<file path="src/rtl/dmem_pkg.sv">
// Shared types and lane helpers for the data-memory bus bridge.
// Command codes match the pipeline's BUS_* encoding.
package dmem_pkg;

  typedef enum logic [1:0] {
    IDLE,
    REQ,
    WAIT,
    DONE
  } state_t;

  localparam logic [1:0] BUS_NONE  = 2'h0;
  localparam logic [1:0] BUS_LOAD  = 2'h1;
  localparam logic [1:0] BUS_STORE = 2'h2;

  localparam logic [2:0] F3_B  = 3'b000;
  localparam logic [2:0] F3_H  = 3'b001;
  localparam logic [2:0] F3_W  = 3'b010;
  localparam logic [2:0] F3_BU = 3'b100;
  localparam logic [2:0] F3_HU = 3'b101;

  function automatic logic f3_legal(
    input logic [2:0] f3
  );
    return f3 inside {F3_B, F3_H, F3_W, F3_BU, F3_HU};
  endfunction

  function automatic logic misaligned(
    input logic [2:0] f3,
    input logic [1:0] a
  );
    return (f3[1:0] == 2'b01 && a[0]) ||
           (f3[1:0] == 2'b10 && a != 2'b00);
  endfunction

  function automatic logic [3:0] be_gen(
    input logic [2:0] f3,
    input logic [1:0] a
  );
    case (f3[1:0])
      2'b00:   return 4'b0001 << a;
      2'b01:   return a[1] ? 4'b1100 : 4'b0011;
      default: return 4'b1111;
    endcase
  endfunction

  function automatic logic [31:0] store_replicate(
    input logic [2:0]  f3,
    input logic [31:0] d
  );
    case (f3[1:0])
      2'b00:   return {4{d[7:0]}};
      2'b01:   return {2{d[15:0]}};
      default: return d;
    endcase
  endfunction

endpackage

</file>
<file path="src/rtl/dmem_load_align.sv">
// Picks the addressed byte/half out of a bus word and
// sign- or zero-extends it according to funct3.
module dmem_load_align
  import dmem_pkg::*;
(
  input  logic [31:0] rdata,
  input  logic [1:0]  addr,
  input  logic [2:0]  funct3,
  output logic [31:0] data
);

  logic [7:0]  b;
  logic [15:0] h;

  always_comb begin
    b = rdata[{addr, 3'b000} +: 8];
    h = addr[1] ? rdata[31:16] : rdata[15:0];
    case (funct3)
      F3_B:    data = {{24{b[7]}}, b};
      F3_H:    data = {{16{h[15]}}, h};
      F3_BU:   data = {24'h0, b};
      F3_HU:   data = {16'h0, h};
      default: data = rdata;
    endcase
  end

endmodule

</file>
<file path="src/rtl/dmem_bus_bridge.sv">
// MEM-stage bridge to a req/gnt/rvalid data bus with
// pipeline stall, lane steering, load extend and error reporting.
module dmem_bus_bridge
  import dmem_pkg::*;
#(
  parameter int TIMEOUT_CYCLES = 64
) (
  input  logic        clk,
  input  logic        rst,
  input  logic        ex_mem_valid_inst,
  input  logic [1:0]  proc2Dmem_command,
  input  logic [31:0] proc2Dmem_addr,
  input  logic [31:0] proc2Dmem_data,
  input  logic [2:0]  mem_funct3,
  output logic [31:0] mem2proc_data,
  output logic        dmem_stall,
  output logic        dmem_err,
  output logic        bus_req,
  output logic        bus_we,
  output logic [31:0] bus_addr,
  output logic [31:0] bus_wdata,
  output logic [3:0]  bus_be,
  input  logic        bus_gnt,
  input  logic        bus_rvalid,
  input  logic [31:0] bus_rdata
);

  localparam int CW = $clog2(TIMEOUT_CYCLES) + 1;

  state_t state, state_n;

  logic [31:0]   addr_q;
  logic [31:0]   wdata_q;
  logic [3:0]    be_q;
  logic          we_q;
  logic [2:0]    f3_q;
  logic          err_q;
  logic [CW-1:0] cnt;

  logic        access;
  logic        bad;
  logic        tmo;
  logic        cap;
  logic        err_set;
  logic        cnt_clr;
  logic        cnt_inc;
  logic        ld_cap;
  logic        ld_zero;
  logic [31:0] ld_data;

  assign access = ex_mem_valid_inst &&
                  (proc2Dmem_command == BUS_LOAD ||
                   proc2Dmem_command == BUS_STORE);
  assign bad = !f3_legal(mem_funct3) ||
               misaligned(mem_funct3, proc2Dmem_addr[1:0]);
  assign tmo = cnt == CW'(TIMEOUT_CYCLES - 1);

  dmem_load_align u_align (
    .rdata  (bus_rdata),
    .addr   (addr_q[1:0]),
    .funct3 (f3_q),
    .data   (ld_data)
  );

  always_comb begin
    state_n    = state;
    cap        = 1'b0;
    err_set    = 1'b0;
    cnt_clr    = 1'b0;
    cnt_inc    = 1'b0;
    ld_cap     = 1'b0;
    ld_zero    = 1'b0;
    dmem_stall = 1'b0;
    bus_req    = 1'b0;
    unique case (state)
      IDLE: begin
        if (access) begin
          dmem_stall = 1'b1;
          cap        = 1'b1;
          if (bad) begin
            err_set = 1'b1;
            state_n = DONE;
          end else begin
            cnt_clr = 1'b1;
            state_n = REQ;
          end
        end
      end
      REQ: begin
        dmem_stall = 1'b1;
        bus_req    = 1'b1;
        if (bus_gnt) begin
          if (we_q) begin
            state_n = DONE;
          end else if (bus_rvalid) begin
            ld_cap  = 1'b1;
            state_n = DONE;
          end else begin
            cnt_inc = 1'b1;
            state_n = WAIT;
          end
        end else if (tmo) begin
          err_set = 1'b1;
          ld_zero = !we_q;
          state_n = DONE;
        end else begin
          cnt_inc = 1'b1;
        end
      end
      WAIT: begin
        dmem_stall = 1'b1;
        if (bus_rvalid) begin
          ld_cap  = 1'b1;
          state_n = DONE;
        end else if (tmo) begin
          err_set = 1'b1;
          ld_zero = 1'b1;
          state_n = DONE;
        end else begin
          cnt_inc = 1'b1;
        end
      end
      DONE: begin
        state_n = IDLE;
      end
      default: begin
        state_n = IDLE;
      end
    endcase
  end

  always_ff @(posedge clk or posedge rst) begin
    if (rst) begin
      state <= IDLE;
    end else begin
      state <= state_n;
    end
  end

  // err_q is only ever set on entry to DONE, so it doubles as the pulse
  always_ff @(posedge clk or posedge rst) begin
    if (rst) begin
      addr_q        <= '0;
      wdata_q       <= '0;
      be_q          <= '0;
      we_q          <= 1'b0;
      f3_q          <= '0;
      err_q         <= 1'b0;
      cnt           <= '0;
      mem2proc_data <= '0;
    end else begin
      err_q <= err_set;
      if (cap) begin
        addr_q  <= proc2Dmem_addr;
        f3_q    <= mem_funct3;
        we_q    <= proc2Dmem_command == BUS_STORE;
        be_q    <= be_gen(mem_funct3, proc2Dmem_addr[1:0]);
        wdata_q <= store_replicate(mem_funct3, proc2Dmem_data);
      end
      if (cnt_clr) begin
        cnt <= '0;
      end else if (cnt_inc) begin
        cnt <= cnt + 1'b1;
      end
      if (ld_cap) begin
        mem2proc_data <= ld_data;
      end else if (ld_zero) begin
        mem2proc_data <= '0;
      end
    end
  end

  assign dmem_err  = err_q;
  assign bus_we    = bus_req & we_q;
  assign bus_addr  = bus_req ? {addr_q[31:2], 2'b00} : '0;
  assign bus_wdata = bus_req ? wdata_q : '0;
  assign bus_be    = bus_req ? be_q : '0;

endmodule

</file>
<file path="config.mk">
export PLATFORM = sky130hd
export DESIGN_NAME = dmem_bus_bridge
export DESIGN_NICKNAME = d
export VERILOG_FILES = /design/src/rtl/dmem_pkg.sv /design/src/rtl/dmem_load_align.sv /design/src/rtl/dmem_bus_bridge.sv
export SDC_FILE = /design/constraint.sdc
export NUM_CORES = 1
export LEC_CHECK = 0
export ABC_AREA = 1
export CAP_MARGIN = 25
export CORE_UTILIZATION = 36
export DETAILED_ROUTE_END_ITERATION = 8
export GPL_ROUTABILITY_DRIVEN = 0
export PLACE_DENSITY = 0.66
export SYNTH_ARGS = -nofsm -noshare
export SYNTH_HDL_FRONTEND = slang
export SYNTH_SLANG_ARGS = --single-unit
</file>
<file path="constraint.sdc">
create_clock -name clk -period 5.49 [get_ports clk]
set_input_delay 1.647 -clock clk [delete_from_list [all_inputs] [get_ports clk]]
set_output_delay 1.647 -clock clk [all_outputs]
set_load 0.02 [all_outputs]
</file>
# ---- Yosys cells after proc, flatten, opt, wreduce, memory -nomap -nowiden
# Index checks and enable logic that the tools add are counted.
dict set report op_classes {
  shift 2
  n_eq_ne 16
  n_reduce_logical 17
  bitwise_logic 1
  n_mux 46
  add_sub_neg 1
}
# operator n
set op_table {}
lappend op_table {{32-bit two-way mux} 4}
lappend op_table {{32-bit one-hot mux with 4 select lines} 1}
lappend op_table {{32-bit one-hot mux with 2 select lines} 1}
lappend op_table {{32-bit by 6-bit indexed part select with 8-bit output} 1}
lappend op_table {{1-bit two-way mux} 23}
lappend op_table {{16-bit two-way mux} 1}
lappend op_table {{7-bit two-way mux} 2}
lappend op_table {{3-bit equality test (second input constant)} 4}
lappend op_table {{2-bit two-way mux} 5}
lappend op_table {{2-bit equality test (second input constant)} 4}
lappend op_table {{4-bit two-way mux} 2}
lappend op_table {{1-bit one-hot mux with 2 select lines} 4}
lappend op_table {{2-bit one-hot mux with 4 select lines} 1}
lappend op_table {{4-bit one-hot mux with 2 select lines} 1}
lappend op_table {{7-bit by 1-bit adder with 7-bit output (second input constant)} 1}
lappend op_table {{7-bit by 6-bit equality test with 1-bit output (second input constant)} 1}
lappend op_table {{2-bit by 1-bit equality test with 1-bit output (second input constant)} 3}
lappend op_table {{3-bit by 1-bit equality test with 1-bit output (second input constant)} 2}
lappend op_table {{3-bit logical NOT} 2}
lappend op_table {{2-bit nonzero test} 3}
lappend op_table {{5-bit nonzero test} 1}
lappend op_table {{2-bit logical NOT} 2}
lappend op_table {{1-bit by 2-bit << shifter with 4-bit output (first input constant)} 1}
lappend op_table {{3-bit by 2-bit equality test with 1-bit output (second input constant)} 1}
lappend op_table {{7 further kinds} 12}
dict set report totals {
  elab_cells 92
  reg_bits 114
}

# ---- Longest topological paths before layout
dict set report depth {
  depth_word 8
  mapped_depth 13
  mapped_depth_nobuf 11
}

# ---- Cells and area by module
# A second synthesis with hierarchy kept.
dict set report unflattened {
  hier_cells 929
  area_unflattened_um2 6835.3
}
# module instances cells_per_inst seq_area_each_um2 area_per_inst_um2
set by_module_without_submodules {}
lappend by_module_without_submodules {dmem_bus_bridge 1 735 2852.7 5780.5}
lappend by_module_without_submodules {dmem_load_align 1 194 0.0 1054.8}

# ---- Worst setup path after synthesis
# No wires, ideal clock.
dict set report synth_timing {
  path_kind {input to output}
  startpoint {in proc2Dmem_command[0]}
  endpoint {out dmem_stall}
  arrival_ns 2.858
  slack_ns 0.985
  n_path_buf 2
  cell_stages 9
  cell_sequence {inv_1 ha_1 inv_1 nand2_1 inv_1 nand2_1 buf_2 buf_2 a21oi_1}
}
dict set report synth_via {
  elab_chain_cells 5
  word_cells_on_any_way 6
  classes_between {eq/ne (2); mux (2); reduce/logical (2)}
}
# element line_no
set synth_rtl {}
lappend synth_rtl {{start, declared} dmem_bus_bridge.sv:11} ;# input logic [1:0] proc2Dmem_command,
lappend synth_rtl {{2-bit by 1-bit equality test with 1-bit output / 2-bit equality test (equally long branches)} {dmem_bus_bridge.sv:52, dmem_bus_bridge.sv:53}}
lappend synth_rtl {{1-bit logical OR (*)} dmem_bus_bridge.sv:52} ;# (proc2Dmem_command == BUS_LOAD ||
lappend synth_rtl {{1-bit logical AND (*)} dmem_bus_bridge.sv:51} ;# assign access = ex_mem_valid_inst &&
lappend synth_rtl {{1-bit two-way mux (*)} dmem_bus_bridge.sv:77} ;# if (access) begin
lappend synth_rtl {{1-bit one-hot mux with 2 select lines (*)} dmem_bus_bridge.sv:75} ;# unique case (state)
lappend synth_rtl {{end, declared} dmem_bus_bridge.sv:16} ;# output logic dmem_stall,
# Every way passes the cells marked *; elsewhere a longest branch is shown, timed or not.

# ---- Worst setup path in the final report
# Same ends and word-level chain as after synthesis.

==> impl_results.md <==
* Clock latency on the worst-skew pair at 0.42 ns
* Share of layout cells above drive strength 1 at 7.06%
* Worst path max stage delay at 0.62 ns
* Hpwl dp at 12.4 mm
* CP startpoint kind: primary input
* Worst reg-to-reg setup slack at 2.78 ns
* P_leak at 4.75 nW
* Synth unique cells at 33
* Largest net degree at the start of global routing at 78
* Max-cap violations at 0
* Starting Density at 37.2%
* Worst setup EP type: output pin
* Seq/Total Area, Yosys at 45.9%
* Area of the multi-input gates at 2680 sq um
* Status: finished, final reports clean
* Die area at 17800 sq um
* Slew headroom at 39.3%
* Area occupied by registers at 2850 sq um
* # fillers at 1684
* Drt total wl at around 18 mm
* Max frequency at 197 MHz
* RSZ-0062 raised after global routing: no
* CTS root buf: clkbuf_16
* Cell area after synthesis at 6220 sq um
* Number of synthesized register bits at 114
* Total GRT Usage at 20.5%
* Synth Instances at 857
* Synth area leaders: dfrtp_1 (46%), nand2_1 (22%), inv_1 (7.0%)
* Die height at 133 um
* CP arrival at 3.44 ns
* Multiplexer share of the synthesized area at 0.483%
* Ys Warns at 0
* CP max-delay cell: clkdlybuf4s50_1
* Final Power at approximately 5 mW
* Final worst-path cycle share at 92.7%
* Worst Path Buf+Inv at 5
* PwrDens at 543 nW/um^2
* # rows at 47
* Cell family contributing the most delay on the critical path: buffers and inverters
* CTS buffer count at 17
* Setup TNS Final at 0 ns
* Commonest cells post-synth: nand2_1 (357), inv_1 (116), dfrtp_1 (114)
* Highest net fanout along the worst path at 2
* Post-synth EDFFs at 0
* Most common cell in the netlist: nand2_1
* First-pass GRT wire length at about 29 mm
* Worst Skew at approximately 0.0086 ns
* Initial antenna violation count at 0
* Final #Nets at around 1200
* Synth async-reset ratio at between 90% and 100%
* Peak VDD IR at around 0.26 mV
* Via/cell ratio at 4.69
* DR iter-0 viols at about 300
* CTS tree: built
* Post-Syn Area per Cell at between 7 and 8 sq um
* Sink Count at 114
* Post-CTS Setup Bufs at 0
* PostCTS Resize Cnt at 0
* Pins over their slew limit at 0
* Hold WC Path Type: reg2reg
* Area growth syn-to-layout at 44.7%
* Synth Area in Compound Gates at 10.0%
* Remaining DRCs at 0
* Post-synthesis simple-gate area fraction at 30.5%
* IO Pins at 210
* Via count at 6011
* Number of global-route vias before repair at ~5700
* Clk pin slew, worst setup/hold paths at roughly 0.05 ns
* Clock buffer depth at 2
* CP cell instances: clkdlybuf4s50_1 -> inv_1 -> ha_1 -> inv_1 -> nand2_1 -> inv_1 -> nand2_2 -> a21oi_1 -> clkdlybuf4s50_1
* Xor-xnor portion of the synthesized cell area at 0.423%
* Critical Path RT at around 3.8 ns
* DR pass1 iterations at 4
* Final Hold Fails at 0
* Tmin final at 5.09 ns
* Port Buf Inserts at 207
* Setup CP Type: in2out
* Post-synth top flop: dfrtp_1
* Grt total ovfl at 0
* Hold buffers post-CTS at 0
* Die extent in x at 133 um
* H-tree depth at 4
* Final Setup Violations at 0
* Diode count at 0
* WL per Instance at between 10 and 15 um
* CORE AREA at 16700 sq um
* Synth Area in Adders at 1.41%
* Cell mode on critical path: inv_1
* Top-area cell type share of the netlist area at 45.9%
* Main combinational cell family by area after synthesis: simple AND/OR/NAND/NOR gates
* Slew of the pin with the lowest slew margin at 0.908 ns
* Routed Antenna Nets at 0
* Area leader, netlist: dfrtp_1
## path summary, 6_finish.rpt
path,end,cells past startpoint,from
setup / recovery,dmem_stall,9,proc2Dmem_command[0]
hold / removal,addr_q[9],2,addr_q[9]
setup reg to reg,mem2proc_data[2],8,state[1]
hold reg to reg,addr_q[9],2,addr_q[9]
max in group asynchronous,addr_q[31],4,rst
min in group asynchronous,mem2proc_data[26],2,rst
## worst min-delay path: stages (launching register included)
cell	delay (ns)
dfrtp_1	0.34
nand2_1	0.05
nand2_1	0.05
## layout by cell type, fill, tap and decap left out, drive strengths merged, types with 3 or more instances in the layout
master	n
xor2	3
o21a	7
o221a	3
nand2	371
buf	7
a21oi	40
nand3	36
ha	7
o21ai	39
clkdlybuf4s50	207
clkinvlp	3
mux2i	3
a2bb2oi	7
dfrtp	114
nand4	10
o211ai	7
inv	121
clkinv	8
clkbuf	19
nor2	41
## stage by stage
| step | std cells | hold WS, ns | worst slack, ns | instance area, sq um | util, % |
|---|---|---|---|---|---|
| CTS | 1282 | 0.471 | 0.379 | 8970 | 53.7 |
| global route | 1283 | 0.483 | 0.261 | 8990 | 53.9 |
| global placement | 1250 | 0.453 | 0.409 | 8390 | 50.2 |
| floorplan | 858 | 0.442 | 0.827 | 6220 | - |
| detailed placement | 1250 | 0.457 | 0.393 | 8390 | 50.2 |
| finish | 1283 | 0.468 | 0.401 | 8990 | 53.9 |
## registers in the layout, indices dropped and copies added, names as in the netlist
name	count
f3_q	3
cnt	7
state	2
we_q	1
be_q	4
addr_q	32
dmem_err	1
wdata_q	32
mem2proc_data	32
## power by group
group          total, mW  internal, mW  switching [mW]
sequential          1.49          1.22           0.277
clock               1.09         0.677           0.408
combinational       2.30         0.975            1.32
total               4.88          2.87            2.01
## layer usage
| metal | up-vias | global-route usage, % | share of wire [%] |
|---|---|---|---|
| met5 | - | 0 | 0 |
| met4 | 0 | 7.20 | 1.6 |
| met3 | 22 | 6.96 | 9.1 |
| met2 | 230 | 31.3 | 44 |
| met1 | 2736 | 27.1 | 45 |
| li1 | 3023 | - | - |
## cell families after synthesis
kind of cell / Yosys count
buffers and inverters: 162
muxes: 3
and+or+nand+nor: 460
AOI/OAI and AO/OA: 107
other: 1
adders and majority gates: 7
xor gates and xnor gates: 3
DFF: 114
## cell type report
| class | instances | area share [%] |
|---|---|---|
| sequential | 114 | 31.7 |
| clock buffer | 19 | 4.92 |
| clock inverter | 13 | 1.53 |
| inverter | 121 | 5.11 |
| tap | 220 | 3.06 |
| multi-input combinational | 582 | 29.8 |
| timing repair buffer | 214 | 23.8 |
Power figures use the tool's default switching activity.
